$ cat config.mk
export PLATFORM = sky130hd
export DESIGN_NAME = zram_arbiter_flat
export DESIGN_NICKNAME = d
export VERILOG_FILES = /design/src/rtl/zram_arbiter_if.sv /design/src/rtl/zram_arbiter.sv /design/src/flat_wrapper.sv
export SDC_FILE = /design/constraint.sdc
export NUM_CORES = 1
export LEC_CHECK = 0
export CELL_PAD_IN_SITES_DETAIL_PLACEMENT = 1
export CELL_PAD_IN_SITES_GLOBAL_PLACEMENT = 1
export CORE_MARGIN = 5
export CORE_UTILIZATION = 23
export CTS_CLUSTER_DIAMETER = 100
export DETAILED_ROUTE_END_ITERATION = 16
export GPL_TIMING_DRIVEN = 0
export HOLD_SLACK_MARGIN = 0.03
export PLACE_DENSITY_LB_ADDON = 0.1
export SYNTH_ARGS = -nofsm -noshare
export SYNTH_HDL_FRONTEND = slang
export SYNTH_SLANG_ARGS = --single-unit
$ cat constraint.sdc
create_clock -name clock -period 2.25 [get_ports clock]
set_input_delay 0.675 -clock clock [delete_from_list [all_inputs] [get_ports clock]]
set_output_delay 0.675 -clock clock [all_outputs]
set_load 0.03 [all_outputs]
$ cat src/rtl/zram_arbiter_if.sv
// Master-side bundle of the shared RAM arbiter:
// per-port request, write, address and data, plus ack/rdata.
interface zram_arbiter_if #(
  parameter int NPORTS = 3,
  parameter int AW     = 16,
  parameter int DW     = 8
) ();
  logic [NPORTS-1:0]    req;
  logic [NPORTS-1:0]    we;
  logic [NPORTS*AW-1:0] addr;
  logic [NPORTS*DW-1:0] wdata;
  logic [NPORTS-1:0]    ack;
  logic [DW-1:0]        rdata;

  modport master (
    output req, we, addr, wdata,
    input  ack, rdata
  );

  modport slave (
    input  req, we, addr, wdata,
    output ack, rdata
  );
endinterface

$ cat src/rtl/zram_arbiter.sv
// Shared single-port RAM arbiter: NPORTS masters,
// optional fixed priority for port 0, round-robin otherwise.
module zram_arbiter #(
  parameter int NPORTS      = 3,
  parameter int AW          = 16,
  parameter int DW          = 8,
  parameter int RAM_LATENCY = 1,
  parameter int PRIO0       = 1
) (
  input  logic          clock,
  input  logic          reset,
  zram_arbiter_if.slave bus,
  output logic [AW-1:0] ram_address,
  output logic [DW-1:0] ram_data,
  output logic          ram_wren,
  input  logic [DW-1:0] ram_q
);
  localparam int PW = $clog2(NPORTS);
  localparam int CW = (RAM_LATENCY > 1) ? $clog2(RAM_LATENCY) : 1;

  localparam logic [1:0] S_IDLE  = 2'd0;
  localparam logic [1:0] S_ISSUE = 2'd1;
  localparam logic [1:0] S_WAIT  = 2'd2;
  localparam logic [1:0] S_DONE  = 2'd3;

  logic [1:0]        state_q, state_d;
  logic [PW-1:0]     w_q, w_d;
  logic [PW-1:0]     rr_q, rr_d;
  logic [CW-1:0]     cnt_q, cnt_d;
  logic [NPORTS-1:0] ack_q, ack_d;
  logic [DW-1:0]     rdata_q, rdata_d;
  logic [AW-1:0]     addr_q, addr_d;
  logic [DW-1:0]     data_q, data_d;
  logic              wren_q, wren_d;

  logic [PW-1:0]     win;
  logic              found;
  int                idx;

  // Port 0 may bypass the scan; the scan itself starts at rr_q.
  always_comb begin
    win   = '0;
    found = 1'b0;
    idx   = 0;
    if (PRIO0 != 0 && bus.req[0]) begin
      win   = '0;
      found = 1'b1;
    end else begin
      for (int k = 0; k < NPORTS; k++) begin
        idx = (int'(rr_q) + k) % NPORTS;
        if (!found && bus.req[idx] &&
            !(PRIO0 != 0 && idx == 0)) begin
          win   = PW'(idx);
          found = 1'b1;
        end
      end
    end
  end

  always_comb begin
    state_d = state_q;
    w_d     = w_q;
    rr_d    = rr_q;
    cnt_d   = cnt_q;
    ack_d   = '0;
    rdata_d = rdata_q;
    addr_d  = addr_q;
    data_d  = data_q;
    wren_d  = 1'b0;
    unique case (state_q)
      S_IDLE: begin
        if (|bus.req) begin
          w_d     = win;
          addr_d  = bus.addr[win*AW +: AW];
          data_d  = bus.wdata[win*DW +: DW];
          wren_d  = bus.we[win];
          state_d = S_ISSUE;
        end
      end
      S_ISSUE: begin
        cnt_d   = CW'(RAM_LATENCY - 1);
        state_d = S_WAIT;
      end
      S_WAIT: begin
        if (cnt_q == '0) begin
          state_d    = S_DONE;
          ack_d[w_q] = 1'b1;
          rdata_d    = ram_q;
          rr_d       = (w_q == PW'(NPORTS - 1)) ?
                       '0 : w_q + 1'b1;
        end else begin
          cnt_d = cnt_q - 1'b1;
        end
      end
      S_DONE: begin
        state_d = S_IDLE;
      end
      default: begin
        state_d = S_IDLE;
      end
    endcase
  end

  always_ff @(posedge clock) begin
    if (reset) begin
      state_q <= S_IDLE;
      w_q     <= '0;
      rr_q    <= '0;
      cnt_q   <= '0;
      ack_q   <= '0;
      rdata_q <= '0;
      addr_q  <= '0;
      data_q  <= '0;
      wren_q  <= 1'b0;
    end else begin
      state_q <= state_d;
      w_q     <= w_d;
      rr_q    <= rr_d;
      cnt_q   <= cnt_d;
      ack_q   <= ack_d;
      rdata_q <= rdata_d;
      addr_q  <= addr_d;
      data_q  <= data_d;
      wren_q  <= wren_d;
    end
  end

  assign bus.ack     = ack_q;
  assign bus.rdata   = rdata_q;
  assign ram_address = addr_q;
  assign ram_data    = data_q;
  assign ram_wren    = wren_q;
endmodule

$ cat src/flat_wrapper.sv
// flat-port wrapper written by rule: the top's interface ports become plain ports
module zram_arbiter_flat 
#(
  parameter int NPORTS      = 3,
  parameter int AW          = 16,
  parameter int DW          = 8,
  parameter int RAM_LATENCY = 1,
  parameter int PRIO0       = 1
)
  (clock, reset, ram_address, ram_data, ram_wren, ram_q, bus_req, bus_we, bus_addr, bus_wdata, bus_ack, bus_rdata);
  zram_arbiter_if #(.NPORTS(NPORTS), .AW(AW), .DW(DW)) bus_i ();
  input  logic clock;
  input  logic reset;
  output logic [AW-1:0] ram_address;
  output logic [DW-1:0] ram_data;
  output logic ram_wren;
  input  logic [DW-1:0] ram_q;
  input wire logic [$bits(bus_i.req)-1:0] bus_req;
  input wire logic [$bits(bus_i.we)-1:0] bus_we;
  input wire logic [$bits(bus_i.addr)-1:0] bus_addr;
  input wire logic [$bits(bus_i.wdata)-1:0] bus_wdata;
  output wire logic [$bits(bus_i.ack)-1:0] bus_ack;
  output wire logic [$bits(bus_i.rdata)-1:0] bus_rdata;
  assign bus_i.req = bus_req;
  assign bus_i.we = bus_we;
  assign bus_i.addr = bus_addr;
  assign bus_i.wdata = bus_wdata;
  assign bus_ack = bus_i.ack;
  assign bus_rdata = bus_i.rdata;
  zram_arbiter #(.NPORTS(NPORTS), .AW(AW), .DW(DW), .RAM_LATENCY(RAM_LATENCY), .PRIO0(PRIO0)) u_core (.clock(clock), .reset(reset), .bus(bus_i), .ram_address(ram_address), .ram_data(ram_data), .ram_wren(ram_wren), .ram_q(ram_q));
endmodule
======== Word-level counts from Yosys, hierarchy flattened ========
Index checks and enable logic that the tools add are counted.
word-level totals
  output and inout port bits .............. 36
  register bits after elaboration ......... 43
cells by class
  add/sub/neg operators ................... 4
  div/mod/pow operators ................... 3
  multiplexer cells ....................... 27
  bitwise operators ....................... 4
  shift-type cells ........................ 2
  order comparisons ....................... 6
  reductions and logical operators ........ 22
  eq/ne operators ......................... 6
operators with widths
  cell                   number
  $logic_not 32->1       3
  $lt 32x4->1 const B    3
  $mod 32x3->32 const B  2
  $shiftx 48x7->16       1
  $mod 3x3->32 const B   1
  $shiftx 24x6->8        1
  $mux 2                 7
  $mux 1                 13
  $reduce_or 3->1        3
  $bmux 1 s2             4
  $pmux 2 s4             1
  $eq 2x2->1 const B     3
  $logic_and 1x1->1      6
  $lt 2x3->1 const B     2
  $reduce_and 2->1       3
  $logic_not 1->1        5
  $not 1->1              4
  $add 2x1->3 const B    1
  $add 2x2->3 const B    1
  $add 2x1->2 const B    1
  $demux 1 s2            1
  $eq 2x1->1 const B     1
  $ge 2x1->1 const B     1
  $logic_not 2->1        1
  5 further kinds        5

======== Longest topological paths before layout ========
  depth in word-level cells ............... 19
  gate-level depth with buffers ........... 9
  depth with buffers taken out ............ 7

======== Worst setup path before layout ========
Ideal clock, no wire load.
  kind .................................... register to register
  start ................................... reg u_core.rr_q[0]
  end ..................................... reg u_core.addr_q[12] (netlist: u_core.ram_address[12])
  stages on the path, launching flop included .. 10
  data arrival time ....................... 2036 ps
  slack ................................... 87 ps
  buffers on the path ..................... 2
  data required time ...................... 2122 ps
  library setup time ...................... 128 ps
  path through ............................ dfxtp_1 inv_1 ha_1 nand3b_1 or4_1 o32ai_1 buf_6 buf_8 mux2i_1 o21ai_1
on the way
  longest elaborated chain between the ends .. 18
ends and longest elaborated chain
  what                                                                    RTL line             source
  start, declared                                                         zram_arbiter.sv:28   logic [PW-1:0] rr_q, rr_d;
  start signal, assigned                                                  zram_arbiter.sv:118  rr_q <= rr_d;
  parallel branches: the longest is 15 deep, another holds $mod 32x3->32  n/a
  $mux 2 (*)                                                              zram_arbiter.sv:51   if (!found && bus.req[idx] &&
  $mux 2 (*)                                                              zram_arbiter.sv:45   if (PRIO0 != 0 && bus.req[0]) begin
  $shiftx 48x7->16 (*)                                                    zram_arbiter.sv:74   addr_d = bus.addr[win*AW +: AW];
  end signal, assigned                                                    zram_arbiter.sv:122  addr_q <= addr_d;
  end, declared                                                           zram_arbiter.sv:32   logic [AW-1:0] addr_q, addr_d;
Every way passes the cells marked *. The select of a mux whose other input is x is not followed.
A chain may end at the register's enable or synchronous reset.

======== Final worst setup path ========
  start ................................... in bus_req[2]
  end ..................................... reg u_core.data_q[4] (netlist: u_core.ram_data[4])
on the way
  longest elaborated chain between the ends .. 17
ends and longest elaborated chain
  what                                        RTL line             source
  start, declared                             flat_wrapper.sv:18   input wire logic [$bits(bus_i.req)-1:0] bus_req;
  $bmux 1 s2                                  zram_arbiter.sv:51
  $mux 1 (implied by the code) (2 in series)  zram_arbiter.sv:51
  $logic_and 1x1->1                           zram_arbiter.sv:51
  $mux 1                                      zram_arbiter.sv:51
  $mux 1                                      zram_arbiter.sv:45
  $logic_not 1->1                             zram_arbiter.sv:51
  $logic_and 1x1->1 (2 in series)             zram_arbiter.sv:51
  $mux 1                                      zram_arbiter.sv:51
  $mux 1                                      zram_arbiter.sv:45
  $logic_not 1->1                             zram_arbiter.sv:51
  $logic_and 1x1->1 (2 in series)             zram_arbiter.sv:51
  $mux 2                                      zram_arbiter.sv:51
  $mux 2                                      zram_arbiter.sv:45
  $shiftx 24x6->8                             zram_arbiter.sv:75   data_d = bus.wdata[win*DW +: DW];
  end signal, assigned                        zram_arbiter.sv:123  data_q <= data_d;
  end, declared                               zram_arbiter.sv:33   logic [DW-1:0] data_q, data_d;
Parallel ways exist; a longest one is shown, timed or not. The select of a mux whose other input is x is not followed.

==> metrics list <==
* Min cycle time layout: 2180 ps
* Multi-input gate area: 1080 um2
- Summed instance area of the synthesized netlist: 1950 um2
- The clock network accounts for 15.4% of the total power.
- Setup repair after global routing missed its margin: false
- Global route overflow: 0
- Once detailed placement completed, the half-perimeter wirelength came to 5790 um.
- Final-stage net count: 427
* Net Count, Synth: 292
- Ratio of final minimum period to clock period: 96.9%
* Floorplan die area: 10400 um2
- The initial antenna violation count is 0.
- Placeable core area: 8220 um2
* Worst hold margin: 476 ps
- The share of the Yosys chip area taken by registers is 43.2%.
* Total number of clock tree sinks: 42
- Number of diodes: 0
- DR vias: 2051
- Along the worst path, the maximum fanout reaches 6.
- Crit. End Element: register
- Hold repair after CTS inserted 0 buffers.
- Net switching is 38.5% of the power.
- Routed wirelength normalized by instance count: 16.8 um
- Once placement finished, the instance area stood at 3310 um2.
- Cell Int Power: 1.91 mW
- Global routing consumed, over all layers together, 13.6% of the routing resources.
* Unique masters post-synth: 32
- Power density over the cells: 875 nW/um2
- Net switching power of the design: 1.20 mW
- The final count of pins violating max slew was 0.
- Dividing the synthesized area by the synthesized cell count gives 9.89 um2.
* Worst slack after detailed placement: -811 ps
- Relative contribution of combinational cells to total power: 51.0%
- Flip-flop and latch count after synthesis: 42
- Row generation in the floorplan step produced 33 rows.
* Initial Util: 23.7%
* Normalized max-slew margin: 54.8%
- Reg clk slew, reported paths: 80 ps
- Yosys mapped a number of flops with a built-in enable equal to 0.
- TritonCTS built the clock tree.
- Synth async-reset ratio: 0%
- Per report_power, the sequential group accounts for 33.6% of the total.
- Die Y: 102 um
* Worst Slack Setup Final: 69.1 ps
* Peak VDD IR: 0.000338 V
- During synthesis, Yosys emitted a total of 0 warnings.
- Synthesis-to-finish area growth: 82.5%
* Leakage: 1.28 nW
- H-tree depth reported by CTS: 2
- Setup violations remaining at the end of the flow were counted as 0.
* Maximum number of pins on one net before global-route repair: 12
* First-pass GRT wire length: 11000 um
- Number of buffers added by the clock tree synthesis step: 5
- Clock latency on the worst-skew pair, taken at its later pin, is 300 ps.
- Via/cell ratio: 4.69
- After routing the design area is 3560 um2.
* Required time of the critical path: 2440 ps
- Once detail routing completed, the nets flagged for antenna violations numbered 0.
- The tree is rooted in a sky130_fd_sc_hd__clkbuf_8.
* WP data arrival: 2370 ps
* Min-Delay Path Class: reg -> reg
- For the final database, setup skew stands at 4.23 ps.
* 1st-iter DRT viols: 26
- By startpoint and endpoint, the worst setup path is classified as in -> reg.
- The congestion estimate from routability-driven global placement came to 0.738.
* Critical path startpoint category: input pin
* Reported max-cap violation count: 0
- Counting every instance in the synthesized netlist gives 197.
- Counting along the longest clock path gives a buffer depth of 2.
- For the pin with the worst max-slew slack, the measured transition is 678 ps.
- Horizontal extent of the die: 102 um
* Ports: 124
- Most common cell after layout, fill and taps aside: sky130_fd_sc_hd__clkdlybuf4s50_1
- Achievable frequency: 0.459 GHz
* DR DRC count: 0
- Filler cell count: 935
- In the synthesized netlist the dominant register cell turns out to be sky130_fd_sc_hd__dfxtp_1.
- In this run the tool buffered the top-level ports with 123 buffer cells.
* Proportion of layout cells with a drive suffix above 1: 9.64%
* Register area: 846 um2
- The top cell types in the final layout, fill and taps aside, are 120 x sky130_fd_sc_hd__clkdlybuf4s50_1, 40 x sky130_fd_sc_hd__dfxtp_1, 30 x sky130_fd_sc_hd__mux2i_1.
- After detailed routing, the total wire length is 7350 um.
- The final-report hold violation count was 0.
- Number of global-route vias before repair: 2244
- First-pass iteration count of the detailed router: 4
- Outcome: finished clean
## power groups by stage
| stage | clock network (mW) | logic (mW) | registers [mW] |
|---|---|---|---|
| finish | 0.478 | 1.59 | 1.05 |
| global route | 0.538 | 1.71 | 1.07 |
| CTS | 0.506 | 1.54 | 1.05 |
| detailed placement | 0 | 1.49 | 1.06 |
| global placement | 0 | 1.48 | 1.05 |
| floorplan | 0 | 0.532 | 1.36 |
## Yosys cell counts, types with 3 or more instances
| library cell | count | area share [%] |
|---|---|---|
| sky130_fd_sc_hd__dfxtp_1 | 42 | 43 |
| sky130_fd_sc_hd__mux2i_1 | 34 | 17 |
| sky130_fd_sc_hd__a22oi_1 | 24 | 9.2 |
| sky130_fd_sc_hd__o21ai_1 | 18 | 4.6 |
| sky130_fd_sc_hd__nor2_1 | 13 | 2.5 |
| sky130_fd_sc_hd__o21ai_0 | 8 | 2.1 |
| sky130_fd_sc_hd__ha_1 | 7 | 4.5 |
| sky130_fd_sc_hd__clkbuf_1 | 6 | 1.2 |
| sky130_fd_sc_hd__a21oi_1 | 5 | 1.3 |
| sky130_fd_sc_hd__inv_1 | 5 | 0.96 |
| sky130_fd_sc_hd__nand2_1 | 4 | 0.77 |
| sky130_fd_sc_hd__nor3b_1 | 4 | 1.5 |
| sky130_fd_sc_hd__nand3b_1 | 3 | 1.2 |
| sky130_fd_sc_hd__nor2b_1 | 3 | 0.96 |
## what timing repair did
item                                    in CTS  in global routing
gates cloned                                 0                  2
buffers inserted                             2                  1
gates resized for setup                     20                 12
pin swaps                                    0                  1
endpoints found under the setup margin      26                 23
## stage by stage
stage,instances,utilization [%],total power [mW],setup TNS (ps)
6_report,437,43.3,3.11,0
5_1_grt,437,43.3,3.31,0
4_1_cts,434,42.1,3.10,0
3_5_place_dp,425,40.3,2.55,-16740
3_3_place_gp,425,40.3,2.53,-16500
2_1_floorplan,197,-,1.90,0
## state kept, by name, indices dropped and copies added (netlist names)
signal and cells:
u_core.ram_wren 1, u_core.ram_data 8, u_core.bus.rdata 8, u_core.w_q 2, u_core.bus.ack 3, u_core.ram_address 16, u_core.rr_q 2, u_core.state_q 2
## routing by layer
metal | global-route usage, % | vias to the layer above | wire length [um]
met5 | 0 | - | 0
met3 | 5.53 | 8 | 578
li1 | - | 997 | -
met4 | 4.24 | 0 | 95
met2 | 23.7 | 60 | 3840
met1 | 15.1 | 986 | 2830
## cell families after synthesis
group | share of synthesized area (%)
buffers and inverters | 4.94
multiplexers | 17.5
AO/OA/AOI/OAI | 20.5
flip-flops | 43.2
AND/OR/NAND/NOR | 9.44
adder cells (fa/ha/maj) | 4.50
## worst max-delay path, stage by stage
cell	delay, ps
sky130_fd_sc_hd__dlygate4sd2_1	290
sky130_fd_sc_hd__nor2b_1	140
sky130_fd_sc_hd__or4_1	480
sky130_fd_sc_hd__o32ai_2	140
sky130_fd_sc_hd__buf_6	210
sky130_fd_sc_hd__clkbuf_16	170
sky130_fd_sc_hd__mux2i_1	200
sky130_fd_sc_hd__o21ai_1	70
## final timing paths
path	from	to	slack, ps	cells past startpoint
worst max-delay path	bus_req[2]	u_core.ram_data[4]	70	8
worst min-delay path	u_core.state_q[0]	u_core.state_q[0]	480	2
worst max register to register	u_core.rr_q[0]	u_core.ram_data[4]	110	9
worst min register to register	u_core.state_q[0]	u_core.state_q[0]	480	2
## final cells by class
cell class,count,share of cell area [%]
well taps,105,3.69
flip-flops and latches,42,23.8
clock buffers,7,2.15
repair buffers,128,36.7
inverters,5,0.528
plain buffers,11,2.71
multi-input cells,139,30.5
No activity file was read; power rests on OpenSTA's default activity.
